[src/rtl/ground_query_arbiter.sv]
// Round-robin arbiter that shares the ground/platform table between requesters and scans it one entry per cycle.
// Optional build macro GROUND_QUERY_EARLY_EXIT_EN: stop the scan at the first zero-length entry.
module ground_query_arbiter #(
    parameter int NUM_REQ = 4,
    parameter int NUM_ENT = 16
) (
    input  logic                   Clk,
    input  logic                   Reset,
    input  logic [29*NUM_ENT-1:0]  info_ground,
    input  logic [NUM_REQ-1:0]     req,
    input  logic [10*NUM_REQ-1:0]  q_x,
    input  logic [6*NUM_REQ-1:0]   q_w,
    input  logic [9*NUM_REQ-1:0]   q_y,
    input  logic [5*NUM_REQ-1:0]   q_dy,
    output logic [NUM_REQ-1:0]     done,
    output logic                   hit,
    output logic [8:0]             ground_y,
    output logic                   busy,
    output logic [2:0]             grant_id
);

    localparam int IDX_W     = (NUM_ENT > 1) ? $clog2(NUM_ENT) : 1;
    localparam int ENT_SLOTS = 1 << IDX_W;
    localparam int ENT_BITS  = 29 * ENT_SLOTS;
    localparam logic [IDX_W-1:0] LAST_IDX = IDX_W'(NUM_ENT - 1);

    typedef enum logic [1:0] {
        ST_IDLE = 2'd0,
        ST_SCAN = 2'd1,
        ST_DONE = 2'd2
    } state_t;

    function automatic logic [2:0] wrap_add(input logic [2:0] a, input logic [2:0] b);
        logic [3:0] sum;
        sum = {1'b0, a} + {1'b0, b};
        return (sum >= 4'(NUM_REQ)) ? 3'(sum - 4'(NUM_REQ)) : sum[2:0];
    endfunction

    state_t             state_r, state_nxt_s;
    logic [2:0]         rr_r, grant_r, pick_s;
    logic [IDX_W-1:0]   idx_r;
    logic [9:0]         lx_r;
    logic [5:0]         lw_r;
    logic [8:0]         ly_r;
    logic [4:0]         ldy_r;
    logic               best_valid_r;
    logic [8:0]         best_y_r;
    logic [NUM_REQ-1:0] done_r, done_hot_s;
    logic               hit_r, busy_r;
    logic [8:0]         ground_y_r;

    logic               any_req_s;
    logic [2*NUM_REQ-1:0] rot_s;
    logic [79:0]        qx_pad_s;
    logic [47:0]        qw_pad_s;
    logic [71:0]        qy_pad_s;
    logic [39:0]        qdy_pad_s;
    logic [ENT_BITS-1:0] ent_pad_s;
    logic [9:0]         qx_a  [0:7];
    logic [5:0]         qw_a  [0:7];
    logic [8:0]         qy_a  [0:7];
    logic [4:0]         qdy_a [0:7];
    logic [9:0]         ex_a  [0:ENT_SLOTS-1];
    logic [8:0]         ey_a  [0:ENT_SLOTS-1];
    logic [9:0]         el_a  [0:ENT_SLOTS-1];

    logic [9:0]         ex_s, el_s;
    logic [8:0]         ey_s;
    logic [5:0]         w_eff_s;
    logic [10:0]        e_right_s, q_right_s;
    logic [9:0]         y_reach_s;
    logic               overlap_s, reach_s, cand_s, better_s, last_s;
    logic               nb_valid_s;
    logic [8:0]         nb_y_s;

    // Unpack the flat port buses into indexable arrays padded to a power-of-two depth.
    always_comb begin
        qx_pad_s  = 80'(q_x);
        qw_pad_s  = 48'(q_w);
        qy_pad_s  = 72'(q_y);
        qdy_pad_s = 40'(q_dy);
        ent_pad_s = ENT_BITS'(info_ground);
        for (int i = 0; i < 8; i++) begin
            qx_a[i]  = qx_pad_s[i*10 +: 10];
            qw_a[i]  = qw_pad_s[i*6 +: 6];
            qy_a[i]  = qy_pad_s[i*9 +: 9];
            qdy_a[i] = qdy_pad_s[i*5 +: 5];
        end
        for (int e = 0; e < ENT_SLOTS; e++) begin
            ex_a[e] = ent_pad_s[e*29 +: 10];
            ey_a[e] = ent_pad_s[e*29+10 +: 9];
            el_a[e] = ent_pad_s[e*29+19 +: 10];
        end
    end

    // Round-robin pick: rotate so the rr pointer is bit 0, lowest set offset wins.
    always_comb begin
        any_req_s = 1'b0;
        pick_s    = 3'd0;
        rot_s     = {req, req} >> rr_r;
        for (int i = NUM_REQ - 1; i >= 0; i--) begin
            if (rot_s[i]) begin
                any_req_s = 1'b1;
                pick_s    = wrap_add(rr_r, 3'(i));
            end else begin
                any_req_s = any_req_s;
            end
        end
        for (int i = 0; i < NUM_REQ; i++) begin
            done_hot_s[i] = (grant_r == 3'(i));
        end
    end

    // Evaluate the current table entry against the latched query; all sums widened to avoid wrap.
    always_comb begin
        ex_s      = ex_a[idx_r];
        ey_s      = ey_a[idx_r];
        el_s      = el_a[idx_r];
        w_eff_s   = (lw_r == 6'd0) ? 6'd1 : lw_r;
        e_right_s = {1'b0, ex_s} + {1'b0, el_s};
        q_right_s = {1'b0, lx_r} + {5'd0, w_eff_s} - 11'd1;
        y_reach_s = {1'b0, ly_r} + {5'd0, ldy_r};
        overlap_s = ({1'b0, lx_r} <= e_right_s) && (q_right_s >= {1'b0, ex_s});
        reach_s   = (ly_r <= ey_s) && ({1'b0, ey_s} <= y_reach_s);
        cand_s    = (el_s != 10'd0) && overlap_s && reach_s;
        better_s  = cand_s && (!best_valid_r || (ey_s < best_y_r));
        nb_valid_s = best_valid_r | cand_s;
        nb_y_s    = better_s ? ey_s : best_y_r;
`ifdef GROUND_QUERY_EARLY_EXIT_EN
        last_s    = (el_s == 10'd0) || (idx_r == LAST_IDX);
`else
        last_s    = (idx_r == LAST_IDX);
`endif
    end

    // Next-state logic.
    always_comb begin
        state_nxt_s = state_r;
        case (state_r)
            ST_IDLE: begin
                if (any_req_s) begin
                    state_nxt_s = ST_SCAN;
                end else begin
                    state_nxt_s = ST_IDLE;
                end
            end
            ST_SCAN: begin
                if (last_s) begin
                    state_nxt_s = ST_DONE;
                end else begin
                    state_nxt_s = ST_SCAN;
                end
            end
            ST_DONE: state_nxt_s = ST_IDLE;
            default: state_nxt_s = ST_IDLE;
        endcase
    end

    // State, query latches, best-so-far and registered outputs.
    always_ff @(posedge Clk) begin
        if (Reset) begin
            state_r      <= ST_IDLE;
            rr_r         <= 3'd0;
            grant_r      <= 3'd0;
            idx_r        <= '0;
            lx_r         <= 10'd0;
            lw_r         <= 6'd0;
            ly_r         <= 9'd0;
            ldy_r        <= 5'd0;
            best_valid_r <= 1'b0;
            best_y_r     <= 9'd0;
            done_r       <= '0;
            hit_r        <= 1'b0;
            ground_y_r   <= 9'd0;
            busy_r       <= 1'b0;
        end else begin
            state_r <= state_nxt_s;
            busy_r  <= (state_nxt_s != ST_IDLE);
            done_r  <= '0;
            case (state_r)
                ST_IDLE: begin
                    if (any_req_s) begin
                        grant_r      <= pick_s;
                        lx_r         <= qx_a[pick_s];
                        lw_r         <= qw_a[pick_s];
                        ly_r         <= qy_a[pick_s];
                        ldy_r        <= qdy_a[pick_s];
                        best_valid_r <= 1'b0;
                        best_y_r     <= 9'd0;
                        idx_r        <= '0;
                    end
                end
                ST_SCAN: begin
                    best_valid_r <= nb_valid_s;
                    best_y_r     <= nb_y_s;
                    idx_r        <= idx_r + IDX_W'(1);
                    if (last_s) begin
                        done_r <= done_hot_s;
                        hit_r  <= nb_valid_s;
                        if (nb_valid_s) begin
                            ground_y_r <= nb_y_s;
                        end
                    end
                end
                ST_DONE: begin
                    rr_r <= wrap_add(grant_r, 3'd1);
                end
                default: begin
                    rr_r <= rr_r;
                end
            endcase
        end
    end

    assign done     = done_r;
    assign hit      = hit_r;
    assign ground_y = ground_y_r;
    assign busy     = busy_r;
    assign grant_id = grant_r;

endmodule

[config.mk]
export PLATFORM = sky130hd
export DESIGN_NAME = ground_query_arbiter
export DESIGN_NICKNAME = d
export VERILOG_FILES = /design/src/rtl/ground_query_arbiter.sv
export SDC_FILE = /design/constraint.sdc
export NUM_CORES = 1
export LEC_CHECK = 0
export ABC_AREA = 1
export CORE_AREA = 5 5 235 237
export DETAILED_ROUTE_END_ITERATION = 8
export DIE_AREA = 0 0 240 242
export SLEW_MARGIN = 5
export SYNTH_ARGS = -nofsm -noshare
export SYNTH_HDL_FRONTEND = slang
export SYNTH_SLANG_ARGS = --single-unit
[constraint.sdc]
create_clock -name Clk -period 5.4 [get_ports Clk]
set_input_delay 1.35 -clock Clk [delete_from_list [all_inputs] [get_ports Clk]]
set_output_delay 1.35 -clock Clk [all_outputs]
set_load 0.1 [all_outputs]
==> results.toml <==
[grt]
grt_pass1_wl_um = 93100
grt_pass1_vias = 15200
overflow = 0
antenna_found_initial = 18
grt_max_degree = 91
grt_use_total = 0.204

[setup_path]
worstSetupEndpointType = "register"
critPathKind = "input pin to register"
crit_fanout = 4
cp.arrival_ps = 5410
reg2reg_depth = 37
crit_family = "simple AND/OR/NAND/NOR gates"
cp-start-kind = "input pin"
r2r_start = "idx_r[0]$_SDFFE_PP0P_"
crit_slowest_cell = "clkdlybuf4s50_1"
cpPeakStageDelay_ps = 550
cp.buffers_inverters = 6
cpMostUsedCell = "nand2_1"
r2r_slack_ps = 310
r2r_end = "best_y_r[7]$_SDFFE_PP0P_"
cp.required_ps = 5580

[yosys]
synthTopCellsByArea = "nand2_1 16%, dfxtp_1 12%, nor2_1 10%"
ys_warn_count = 0
synth_mux_area_frac = 0
async_reset_ff_frac = 0
synth_nets = 2607
synth_top_area_cell = "nand2_1"
synth.avg_cell_area_um2 = 5.63
synthXorXnorAreaFrac = 0.0153
ys_seq_area_frac = 0.123
synth_top_family_by_area = "simple AND/OR/NAND/NOR gates"
synthSimpleGateAreaFrac = 0.383
synth_edf_count = 0
ys_seq_elements = 67
synth_compound_area_frac = 0.258
synthAdderAreaFrac = 0.101
netlist_instances = 1931
synth.distinct_cells = 46
synth_top_area_share = 0.158
synth-main-ff-cell = "dfxtp_1"
netlist_area_um2 = 10900
synth_common_cells = "457 x nand2_1, 302 x nor2_1, 206 x o21ai_0"
yosysMostFrequentCell = "nand2_1"

[routing]
first_pass_iters = 5
via_count = 15500
ant_nets = 0
drtIter0Drc = 1032
avgRoutedWirePerCell_um = 20.0
via_per_inst = 4.83
drc = 0
drt-total-wl_um = 64100

[finish]
area_growth_pct = 71.1
postLayoutCoreUtil = 0.350
drive_gt1_frac = 0.0895
final_nets = 3164

[timing]
tns_ps = 0
max_freq_mhz = 191
skew_ps = 11.4
finalSetupViolCount = 0
fin_crit_sh = 0.969
whs_ps = 467
hold_viol = 0
finalMaxSlewViolations = 0
slew_headroom = 0.278
min_period_ps = 5230
worst_slew_pin_slew_ps = 1080

[power_and_ir_drop]
peakVddDrop_uv = 130
p_per_area_nw_per_um2 = 182
leakage_nw = 8.08

[placed_design]
port_buffers = 607
gp_congestion = 0.960
place_hpwl_um = 52400

[clocking]
cts_tree = "yes"
clock-sinks = 67
htreeDepth = 3
cts_made_buffers = 9
clock_tree.buffer_depth = 2
cts_root_buffer = "clkbuf_16"
clkTransAtPathRegs_ps = 70
clock_latency_ps = 340

[floorplan]
start_util = 0.205
ioPinCount = 608
rows = 85
die_x_um = 240
fp.dieH_um = 242
die_area_um2 = 58100
core_um2 = 53100

[status]
outcome = "finished clean"

[worst_hold_path]
min-delay-start = "best_y_r[1]$_SDFFE_PP0P_"
hold_path.class = "register to register"
min_path_cells = 2
hold_path_end = "best_y_r[1]$_SDFFE_PP0P_"

[flow_run]
max_cap_violations = 0
## sequential cells by signal, indices dropped and copies added (netlist names)
| name | count |
|---|---|
| best_valid_r | 1 |
| best_y_r | 9 |
| busy | 1 |
| done | 4 |
| grant_id | 3 |
| ground_y | 9 |
| hit | 1 |
| idx_r | 4 |
| ldy_r | 5 |
| lw_r | 6 |
| lx_r | 10 |
| ly_r | 9 |
| rr_r | 3 |
| state_r | 2 |
## metrics by stage
step	instances	power, mW	area [um2]	setup slack [ps]
2_1_floorplan	1931	1.74	10900	579
3_3_place_gp	3169	2.60	17700	-555
3_5_place_dp	3169	2.64	17700	-582
4_1_cts	3186	3.27	18100	15.2
5_1_grt	3199	3.66	18600	-77.3
6_report	3200	3.38	18600	168
## worst reg2reg max path, delay by kind of cell, from the launching register on
| kind | cells | cell delay, ps |
|---|---|---|
| AOI/OAI and AO/OA | 9 | 1450 |
| DFF | 1 | 540 |
| and+or+nand+nor | 17 | 1310 |
| adders and majority gates | 2 | 440 |
| buffers and inverters | 9 | 1180 |
## worst max path at each step
stage | from | to | cells past startpoint
final | info_ground[207] | best_y_r[7]$_SDFFE_PP0P_ | 33
after global routing | info_ground[81] | best_y_r[7]$_SDFFE_PP0P_ | 36
after CTS | info_ground[311] | ground_y[7]$_SDFFE_PP0P_ | 38
after detailed placement | info_ground[340] | ground_y[8]$_SDFFE_PP0P_ | 37
after global placement | info_ground[340] | ground_y[4]$_SDFFE_PP0P_ | 36
after floorplan | info_ground[263] | best_y_r[3]$_SDFFE_PP0P_ | 33
## final cells by class
cell class	count	area, um2
Fill cell	5759	34500
Multi-Input combinational cell	1572	8620
Timing Repair Buffer	684	6830
Sequential cell	67	1350
Tap cell	696	871
Inverter	154	588
Clock buffer	10	250
Clock inverter	6	52.6
Antenna cell	11	27.5
## placed cells by master (no fill, tap or decap), types with 8 or more instances in the layout
| cell type | count |
|---|---|
| inv_2 | 11 |
| clkdlybuf4s50_1 | 564 |
| nor2_2 | 11 |
| xnor2_1 | 9 |
| o211ai_1 | 33 |
| o221ai_1 | 49 |
| buf_4 | 72 |
| inv_1 | 138 |
| nor2_1 | 290 |
| nand3_2 | 11 |
| dlymetal6s2s_1 | 38 |
| nand2_4 | 8 |
| xor2_1 | 9 |
| diode_2 | 11 |
| o21ai_1 | 49 |
| a21oi_1 | 107 |
| o21ai_2 | 17 |
| ha_1 | 79 |
| clkbuf_16 | 10 |
| nand4_1 | 14 |
| a21oi_2 | 8 |
| nand3b_1 | 33 |
| nand2_2 | 22 |
| o22ai_1 | 14 |
| nand2_1 | 440 |
| nand3_1 | 134 |
| dfxtp_1 | 63 |
| o21ai_0 | 176 |
## repair_timing
action / CTS / global route
hold buffers: 0 / 0
resized for setup: 8 / 151
setup endpoints to repair: 20 / 20
setup buffers: 0 / 6
pin swaps: 0 / 75
gates cloned: 1 / 1
## power by group
| group | internal, mW | total, mW | switching, mW |
|---|---|---|---|
| sequential | 0.532 | 0.577 | 0.0449 |
| combinational | 1.05 | 2.20 | 1.15 |
| clock | 0.347 | 0.601 | 0.254 |
## metal layers
layer  GRT usage  routed length [um]
met1       0.273               28200
met2       0.337               29900
met3      0.0405                4700
met4      0.0502                1250
met5           0                  55
## kinds of logic after synthesis
group	Yosys count
flops	67
compound gates	483
buf+inv	294
xor+xnor	19
simple gates	982
fa+ha+maj	86
No activity file was read; power rests on OpenSTA's default activity.
